**src/rtl/handshakes_delay_ready.sv**
```systemverilog
// Two-entry skid buffer: registered valid/ready slice with OUT and SKID.
// Ports: clk, rst (sync, high), up_valid/up_data/up_ready, down_valid/down_data/down_ready.
module handshakes_delay_ready #(
  parameter int WORD_WIDTH = 8
) (
  input  logic                  clk,
  input  logic                  rst,
  input  logic                  up_valid,
  input  logic [WORD_WIDTH-1:0] up_data,
  output logic                  up_ready,
  output logic                  down_valid,
  output logic [WORD_WIDTH-1:0] down_data,
  input  logic                  down_ready
);

  typedef enum logic [1:0] {
    EMPTY = 2'd0,
    BUSY  = 2'd1,
    FULL  = 2'd2
  } state_t;

  state_t                state;
  logic [WORD_WIDTH-1:0] skid;
  logic                  up_xfer;
  logic                  dn_xfer;

  assign up_xfer = up_valid & up_ready;
  assign dn_xfer = down_valid & down_ready;

  // up_ready is loaded with (next state != FULL) on every edge, so it
  // never sees down_ready combinationally.
  always_ff @(posedge clk) begin
    if (rst) begin
      state      <= EMPTY;
      down_data  <= '0;
      skid       <= '0;
      down_valid <= 1'b0;
      up_ready   <= 1'b0;
    end else begin
      unique case (state)
        EMPTY: begin
          up_ready <= 1'b1;
          if (up_xfer) begin
            down_data  <= up_data;
            down_valid <= 1'b1;
            state      <= BUSY;
          end
        end
        BUSY: begin
          unique case ({up_xfer, dn_xfer})
            2'b10: begin
              skid     <= up_data;
              up_ready <= 1'b0;
              state    <= FULL;
            end
            2'b01: begin
              down_valid <= 1'b0;
              state      <= EMPTY;
            end
            2'b11: begin
              down_data <= up_data;
            end
            default: begin
            end
          endcase
        end
        FULL: begin
          if (dn_xfer) begin
            down_data <= skid;
            up_ready  <= 1'b1;
            state     <= BUSY;
          end
        end
        default: begin
          down_valid <= 1'b0;
          up_ready   <= 1'b0;
          state      <= EMPTY;
        end
      endcase
    end
  end

endmodule

```
**config.mk**
```make
export PLATFORM = sky130hd
export DESIGN_NAME = handshakes_delay_ready
export DESIGN_NICKNAME = d
export VERILOG_FILES = /design/src/rtl/handshakes_delay_ready.sv
export SDC_FILE = /design/constraint.sdc
export NUM_CORES = 1
export LEC_CHECK = 0
export ABC_AREA = 1
export CORE_MARGIN = 10
export CORE_UTILIZATION = 50
export CTS_BUF_LIST = sky130_fd_sc_hd__clkbuf_4 sky130_fd_sc_hd__clkbuf_8
export CTS_CLUSTER_DIAMETER = 60
export DETAILED_ROUTE_END_ITERATION = 10
export PLACE_DENSITY = 0.8
export SETUP_SLACK_MARGIN = 0.15
export SLEW_MARGIN = 25
export SYNTH_ARGS = -nofsm -noshare
export SYNTH_HDL_FRONTEND = slang
export SYNTH_SLANG_ARGS = --single-unit
export TNS_END_PERCENT = 30
```
**constraint.sdc**
```tcl
create_clock -name clk -period 1.3 [get_ports clk]
set_input_delay 0.26 -clock clk [delete_from_list [all_inputs] [get_ports clk]]
set_output_delay 0.26 -clock clk [all_outputs]
set_load 0.05 [all_outputs]
```
=== Word level (Yosys, flattened, before mapping) ===
Index checks and enable logic that the tools add are counted.

* Output and inout bits: 10
* Flip-flop bits (word level): 20
* Bits of input ports: 12

* Equal/unequal tests: 11
* Reduce and logical (&&, ||, !) cells: 7
* Bitwise logic cells: 3
* Muxes and demuxes: 14

{| class="wikitable"
|+ Operators by type and width
! operator !! number
|-
| $mux W8 || 3
|-
| $pmux W8 S3 || 1
|-
| $eq A2 B2 Y1 const B || 3
|-
| $ne A2 B2 Y1 const B || 3
|-
| $pmux W1 S3 || 2
|-
| $pmux W2 S3 || 1
|-
| $reduce_and A3 Y1 || 2
|-
| $eq A2 B1 Y1 const B || 2
|-
| $mux W1 || 4
|-
| $mux W2 || 2
|-
| $ne A2 B1 Y1 const B || 2
|-
| $pmux W2 S2 || 1
|-
| $reduce_and A2 Y1 || 2
|-
| $reduce_and A4 Y1 || 1
|-
| $ne A3 B2 Y1 const B || 1
|-
| $reduce_bool A3 Y1 || 1
|-
| $and A1 B1 Y1 || 2
|-
| $logic_not A2 Y1 || 1
|-
| $not A1 Y1 || 1
|}

=== Logic depth before layout (Yosys ltp) ===
Gate-level depths: netlist of run 1.

* Depth in word-level cells: 4
* Mapped depth: 8
* Mapped depth without buffers: 7

=== Least setup slack after synthesis of run 1 ===
No wires, ideal clock.

* Kind: flip-flop to flip-flop
* Start point: reg down_valid
* End point: reg down_data[0]
* Path slack: -0.227 ns
* Setup time: 0.113 ns
* Arrival: 1.414 ns
* Stages on the path, launching flop included: 7
* Period minus slack after synthesis: 1.527 ns
* Cell sequence: dfxtp_1 nand2_1 o21ai_0 o21ai_2 buf_4 nor2_1 nor2_1

* Cells in the longest elaborated chain, start to end: 4
* Elaborated cells on any way between the ends: 5

{| class="wikitable"
|+ RTL lines
! item !! line !! text
|-
| start: declaration || 11 || <nowiki>output logic down_valid,</nowiki>
|-
| start signal: assignment || 37 || <nowiki>down_valid <= 1'b0;</nowiki>
|-
| start signal: assignment || 45 || <nowiki>down_valid <= 1'b1;</nowiki>
|-
| start signal: assignment || 57 || <nowiki>down_valid <= 1'b0;</nowiki>
|-
| $and A1 B1 Y1 (*) || 28 || <nowiki>assign dn_xfer = down_valid & down_ready;</nowiki>
|-
| $eq A2 B2 Y1 || 50 || <nowiki>unique case ({up_xfer, dn_xfer})</nowiki>
|-
| $ne A2 B1 Y1 (no line) || n/a ||
|-
| $reduce_and A4 Y1 (no line) (*) || n/a ||
|-
| end signal: assignment || 44 || <nowiki>down_data <= up_data;</nowiki>
|-
| end signal: assignment || 61 || <nowiki>down_data <= up_data;</nowiki>
|-
| end signal: assignment || 69 || <nowiki>down_data <= skid;</nowiki>
|-
| end: declaration || 12 || <nowiki>output logic [WORD_WIDTH-1:0] down_data,</nowiki>
|}

Mark *: on every way between the ends. The rest lies on a longest branch, timed or not.
A chain may end at the register's enable or synchronous reset.

=== Worst setup path after layout of run 1 ===
* Start point: reg state[0]
* End point: reg skid[6]

* Cells in the longest elaborated chain, start to end: 2

{| class="wikitable"
|+ RTL lines
! item !! line !! text
|-
| start: declaration || 22 || <nowiki>state_t state;</nowiki>
|-
| start signal: assignment || 34 || <nowiki>state <= EMPTY;</nowiki>
|-
| start signal: assignment || 46 || <nowiki>state <= BUSY;</nowiki>
|-
| start signal: assignment || 54 || <nowiki>state <= FULL;</nowiki>
|-
| $eq A2 B1 Y1 || 40 || <nowiki>unique case (state)</nowiki>
|-
| $reduce_and A2 Y1 (no line) || n/a ||
|-
| end signal: assignment || 52 || <nowiki>skid <= up_data;</nowiki>
|-
| end: declaration || 23 || <nowiki>logic [WORD_WIDTH-1:0] skid;</nowiki>
|}

No other way between the ends.

==> impl_metrics.yaml, run 1 <==
critical_path:
  path_max_fanout: 8
  start_kind: "flop"
  path_buf_inv: 1
  cpPeakStageDelay_ns: 0.40
  worst-setup-path-type: "flop to flop"
  cp_top_family: "simple AND/OR/NAND/NOR gates"
  cp.arrival_ns: 1.41
  cp-end-kind: "flop"
  cp_cell_sequence: "inv_2, nor2_4, nand3_4, o21ai_1, nor2_1"
  cp.required_ns: 1.51
  slowest_stage: "dfxtp_4"
synth:
  synth.distinct_cells: 16
  postSynthCellCount: 137
  async_reset_ff_share_pct: 0
  ys_ff_latch: 20
  synth_top_cell_by_area: "dfxtp_1"
  synth.most_common_cell: "nand2_1"
  syn-cell-area_um2: 902
  synth_edf_count: 0
  synth_seq_area_share_pct: 44.4
  synth_nets: 149
  ys.flop_type: "dfxtp_1"
  synth_area_per_cell_um2: 6.58
  synth.top_cells.by_count: "39 x nand2_1, 23 x nor2_1, 20 x dfxtp_1, 17 x inv_1, 10 x o21ai_0"
  yosysWarnings: 0
  synth_top_area_share_pct: 44.4
  yosys-top-cells-area: "dfxtp_1 44%, nand2_1 16%, nor2_1 9.6%, inv_1 7.1%, o21ai_0 5.5%"
routing:
  drt_iter0_drc: 27
  dr.pass1.iters: 4
  ant_nets: 0
  drt-vias-per-instance: 5.13
  vias: 985
  wl_mm: 2.57
  wl_per_cell_um: 13.4
  drc: 0
place:
  portBuffers: 21
  gp_congestion: 0.730
  post-place-ws_ns: -0.264
  dp_hpwl_mm: 1.69
  dp.cells: 184
timing:
  slew_viol_final: 0
  clock_skew_ns: 0.0103
  period_minus_slack_ns: 1.20
  fin_crit_sh_pct: 91.9
  setup_slack_ns: 0.105
  hold_violations: 0
  whs_ns: 0.392
  max_freq_mhz: 837
  rsz0062_at_grt: "yes"
  worstMarginPinSlew_ns: 0.189
  slew_headroom_pct: 87.3
  setup_viol: 0
layout:
  fin_nets: 180
  stdcell_count: 192
  n_antenna_cell: 0
  drive_gt1_share_pct: 25.1
  area_growth_syn_to_layout_pct: 60.1
global_route:
  antenna_found_initial: 0
  track_usage_pct: 11.1
  grt_pass1_wl_mm: 3.69
  grt_max_degree: 17
  grt_pass1_vias: 845
  grt_overflow: 0
cts:
  numCtsBuffers: 3
  hold_buffers: 0
  cts.clk_slew.worst_paths_ns: 0.12
  cts-root-buf: "clkbuf_4"
  cts_tree: "yes"
  cts_num_sinks: 20
  worstSkewPairLatency_ns: 0.32
  h-tree-depth: 1
  cts_max_path_buffers: 2
power:
  peakVddDrop_mv: 0.824
  power_density_nw_per_um2: 1150
  power_uw: 1660
  power.leakage_uw: 0.000648
floorplan:
  io_pins: 22
  fp.dieH_um: 62.5
  die_x_um: 62.5
  rows: 15
  fp.dieArea_um2: 3900
  core_area_um2: 1730
  initial_utilization_pct: 52.2
job:
  drv_cap: 0
outcome:
  status: "completed"
worst_hold_path:
  hold_path_class: "primary input to flop"
==> registers in the layout (all words and copies together), names as in the netlist <==
signal,flops
down_data,8
down_valid,1
skid,8
state,2
up_ready,1
==> routing by layer <==
| layer | track usage [%] | vias up | part of all wire (%) |
|---|---|---|---|
| met2 | 18.1 | 30 | 50 |
| met5 | 0 | - | 0 |
| met4 | 5.87 | 0 | 2.3 |
| met1 | 12.9 | 456 | 42 |
| li1 | - | 493 | - |
| met3 | 3.05 | 6 | 4.7 |
==> through the flow <==
| stage | utilization [%] | setup TNS (ns) | cell area, µm² |
|---|---|---|---|
| final | 83.6 | 0 | 1440 |
| after global placement | 75.6 | -2.78 | 1310 |
| after CTS | 78.6 | 0 | 1360 |
| after global routing | 83.6 | 0 | 1440 |
| after detailed placement | 75.6 | -3.69 | 1310 |
| after floorplan | - | 0 | 926 |
==> power by group <==
part | total (µW) | internal [µW] | switching [µW]
combinational | 560 | 264 | 296
sequential | 718 | 663 | 55.6
clock | 379 | 171 | 207
total | 1660 | 1100 | 559
==> final cells by class <==
type	instances	area, µm²
Multi-Input combinational cell	95	473
Sequential cell	20	415
Timing Repair Buffer	29	410
Fill cell	103	283
Inverter	19	77.6
Clock buffer	4	36.3
Tap cell	25	31.3
==> final timing paths <==
| path | end | slack [ns] | cells past startpoint | startpoint |
|---|---|---|---|---|
| setup reg to reg | skid[6] | 0.10 | 5 | state[0] |
| hold / removal | down_valid | 0.39 | 4 | down_ready |
| setup / recovery | skid[6] | 0.10 | 5 | state[0] |
| hold reg to reg | skid[4] | 0.47 | 2 | skid[4] |
==> timing repair <==
action	4_1_cts	5_1_grt
pin swaps	0	5
gates resized for setup	4	21
gates cloned	0	1
buffers inserted	0	3
setup endpoints to repair	18	20
==> tightest hold or removal path: stages <==
cell and delay, ns:
dlymetal6s2s_1 0.16, nand3_1 0.13, nand3_1 0.08, a21oi_1 0.06
==> cell families after synthesis <==
group                  synth area share [%]
AND/OR/NAND/NOR                        31.1
buffers and inverters                  10.3
AO/OA/AOI/OAI                          14.3
flip-flops                             44.4
==> placed cells by master (no fill, tap or decap) <==
master / count
buf_4: 5
o21ai_2: 4
nor2_1: 22
nor2_4: 3
inv_4: 1
nand3_1: 4
clkinvlp_4: 1
buf_12: 13
dlymetal6s2s_1: 1
a21oi_1: 9
inv_1: 14
dfxtp_4: 4
o21ai_0: 2
nand3_4: 2
dfxtp_1: 16
clkbuf_8: 1
clkbuf_4: 3
o21ai_1: 10
nand2_1: 37
nand2_4: 2
inv_2: 3
clkdlybuf4s50_1: 10
(Power assumes the default switching activity.)
==> run 2: changes to the inputs <==
- RECOVER_POWER: unset -> 25
==> impl_metrics.yaml, run 2 (synthesized netlist as in run 1, its figures left out) <==
outcome:
  status: "completed"
floorplan:
  die_x_um: 62.5
  initial_utilization_pct: 52.2
  io_pins: 22
  core_area_um2: 1730
  fp.dieArea_um2: 3900
  rows: 15
  fp.dieH_um: 62.5
routing:
  dr.pass1.iters: 4
  wl_mm: 2.58
  drc: 0
  drt_iter0_drc: 30
  wl_per_cell_um: 13.4
  ant_nets: 0
  drt-vias-per-instance: 5.16
  vias: 990
layout:
  drive_gt1_share_pct: 24.6
  fin_nets: 180
  final_cell_mix: "37 x nand2_1, 22 x nor2_1, 17 x dfxtp_1"
  layout_commonest_cell: "nand2_1"
  stdcell_count: 192
  n_antenna_cell: 0
  top_regs: "down_data: 8 flops, skid: 8 flops, state: 2 flops"
  area_growth_syn_to_layout_pct: 53.0
  final_cell_area_um2: 1380
global_route:
  grt_overflow: 0
  grt_pass1_wl_mm: 3.69
  grt_max_degree: 17
  grt_pass1_vias: 845
  antenna_found_initial: 0
  track_usage_pct: 11.1
cts:
  cts_tree: "yes"
  cts-root-buf: "clkbuf_4"
  worstSkewPairLatency_ns: 0.32
  cts_num_sinks: 20
  cts.clk_slew.worst_paths_ns: 0.12
  numCtsBuffers: 3
  cts_max_path_buffers: 2
  h-tree-depth: 1
timing:
  rsz0062_at_grt: "yes"
  slew_headroom_pct: 80.9
  clock_skew_ns: 0.0121
  slew_viol_final: 0
  period_minus_slack_ns: 1.21
  worstMarginPinSlew_ns: 0.287
  hold_violations: 0
  fin_crit_sh_pct: 93.2
  whs_ns: 0.391
  setup_viol: 0
  max_freq_mhz: 825
worst_hold_path:
  hold_path_class: "primary input to flop"
power:
  power_frac_clock_pct: 23.6
  switching_share_pct: 34.3
  comb_power_share_pct: 32.2
  power_density_nw_per_um2: 1160
  power_uw: 1610
  internal_power_uw: 1060
  power_frac_seq_pct: 44.2
  peakVddDrop_mv: 0.826
  power_switching_uw: 552
  power.leakage_uw: 0.000631
critical_path:
  cp_num_cells: 1
  slowest_stage: "dfxtp_1"
  worst-setup-path-type: "flop to output port"
  cp-startpoint: "up_ready"
  cp.arrival_ns: 0.95
  path_max_fanout: 3
  timing.rr.start: "up_ready"
  cp_cell_sequence: "buf_12"
  cp.required_ns: 1.04
  cp-end-kind: "output port"
  start_kind: "flop"
  r2r_setup_slack_ns: 0.10
  crit_end: "up_ready"
  cpPeakStageDelay_ns: 0.46
  rr_worst_depth: 5
  r2r-end: "skid[6]"
  cp_top_family: "flip-flops"
  path_buf_inv: 1
place:
  placed_cell_area_um2: 1310
  dp.cells: 184
  portBuffers: 21
  gp_congestion: 0.730
  dp_hpwl_mm: 1.69
job:
  drv_cap: 0
## run 2: changes by cell type in the layout (fill, tap and decap cells not counted), sizes merged
cell / change
buf: -4
clkbuf: +4
## run 2: how the worst min path moves through the flow
stage	from	to	slack (ns)	cells after the start
2_1_floorplan	rst	down_valid	0.32	1
4_1_cts	skid[2]	skid[2]	0.47	2
6_report	down_ready	down_valid	0.39	4
5_1_grt	down_ready	skid[4]	0.43	4
3_5_place_dp	skid[4]	skid[4]	0.45	2
3_3_place_gp	skid[1]	skid[1]	0.44	2
## run 2: per-stage QoR
stage / TNS (ns) / util [%] / setup WS [ns]
finish: 0 / 79.9 / 0.0885
CTS: 0 / 78.6 / 0.114
global route: 0 / 79.9 / 0.0211
floorplan: 0 / - / 0.142
global placement: -2.78 / 75.6 / -0.190
detailed placement: -3.69 / 75.6 / -0.264
## run 2: cell type report
class | count | area [µm²]
Multi-Input combinational cell | 95 | 473
Sequential cell | 20 | 412
Timing Repair Buffer | 29 | 350
Fill cell | 111 | 347
Inverter | 19 | 77.6
Clock buffer | 4 | 36.3
Tap cell | 25 | 31.3
## run 2: routing by layer
layer	up-vias	routed length (µm)	global-route usage [%]
li1	489	-	-
met1	462	1120	12.9
met2	34	1290	18.1
met3	5	130	3.05
met4	0	35	5.87
met5	-	0	0
## run 2: what timing repair did
item	4_1_cts	5_1_grt
pin swaps	0	5
gates resized for setup	4	21
hold buffers	0	0
setup endpoints to repair	18	20
gates cloned	0	1
setup buffers	0	3
## run 2: worst reg2reg max path, stage by stage (launching register included)
cell and delay, ns:
dfxtp_1 0.46, nand2_4 0.11, clkinvlp_4 0.13, nand3_4 0.15, o21ai_1 0.19, nor2_1 0.06
## run 2: power groups by stage
stage | sequential [µW] | combinational, µW | clock (µW)
global route | 717 | 559 | 402
detailed placement | 731 | 521 | 0
finish | 711 | 518 | 379
floorplan | 831 | 156 | 0
global placement | 725 | 509 | 0
CTS | 718 | 528 | 374
==> run 3: changes to the inputs <==
- GPL_ROUTABILITY_DRIVEN: unset -> 0
- SLEW_MARGIN: 25 -> unset
==> results of run 3 <==
No change in the layout: final DEF, timing and power equal those of run 2.
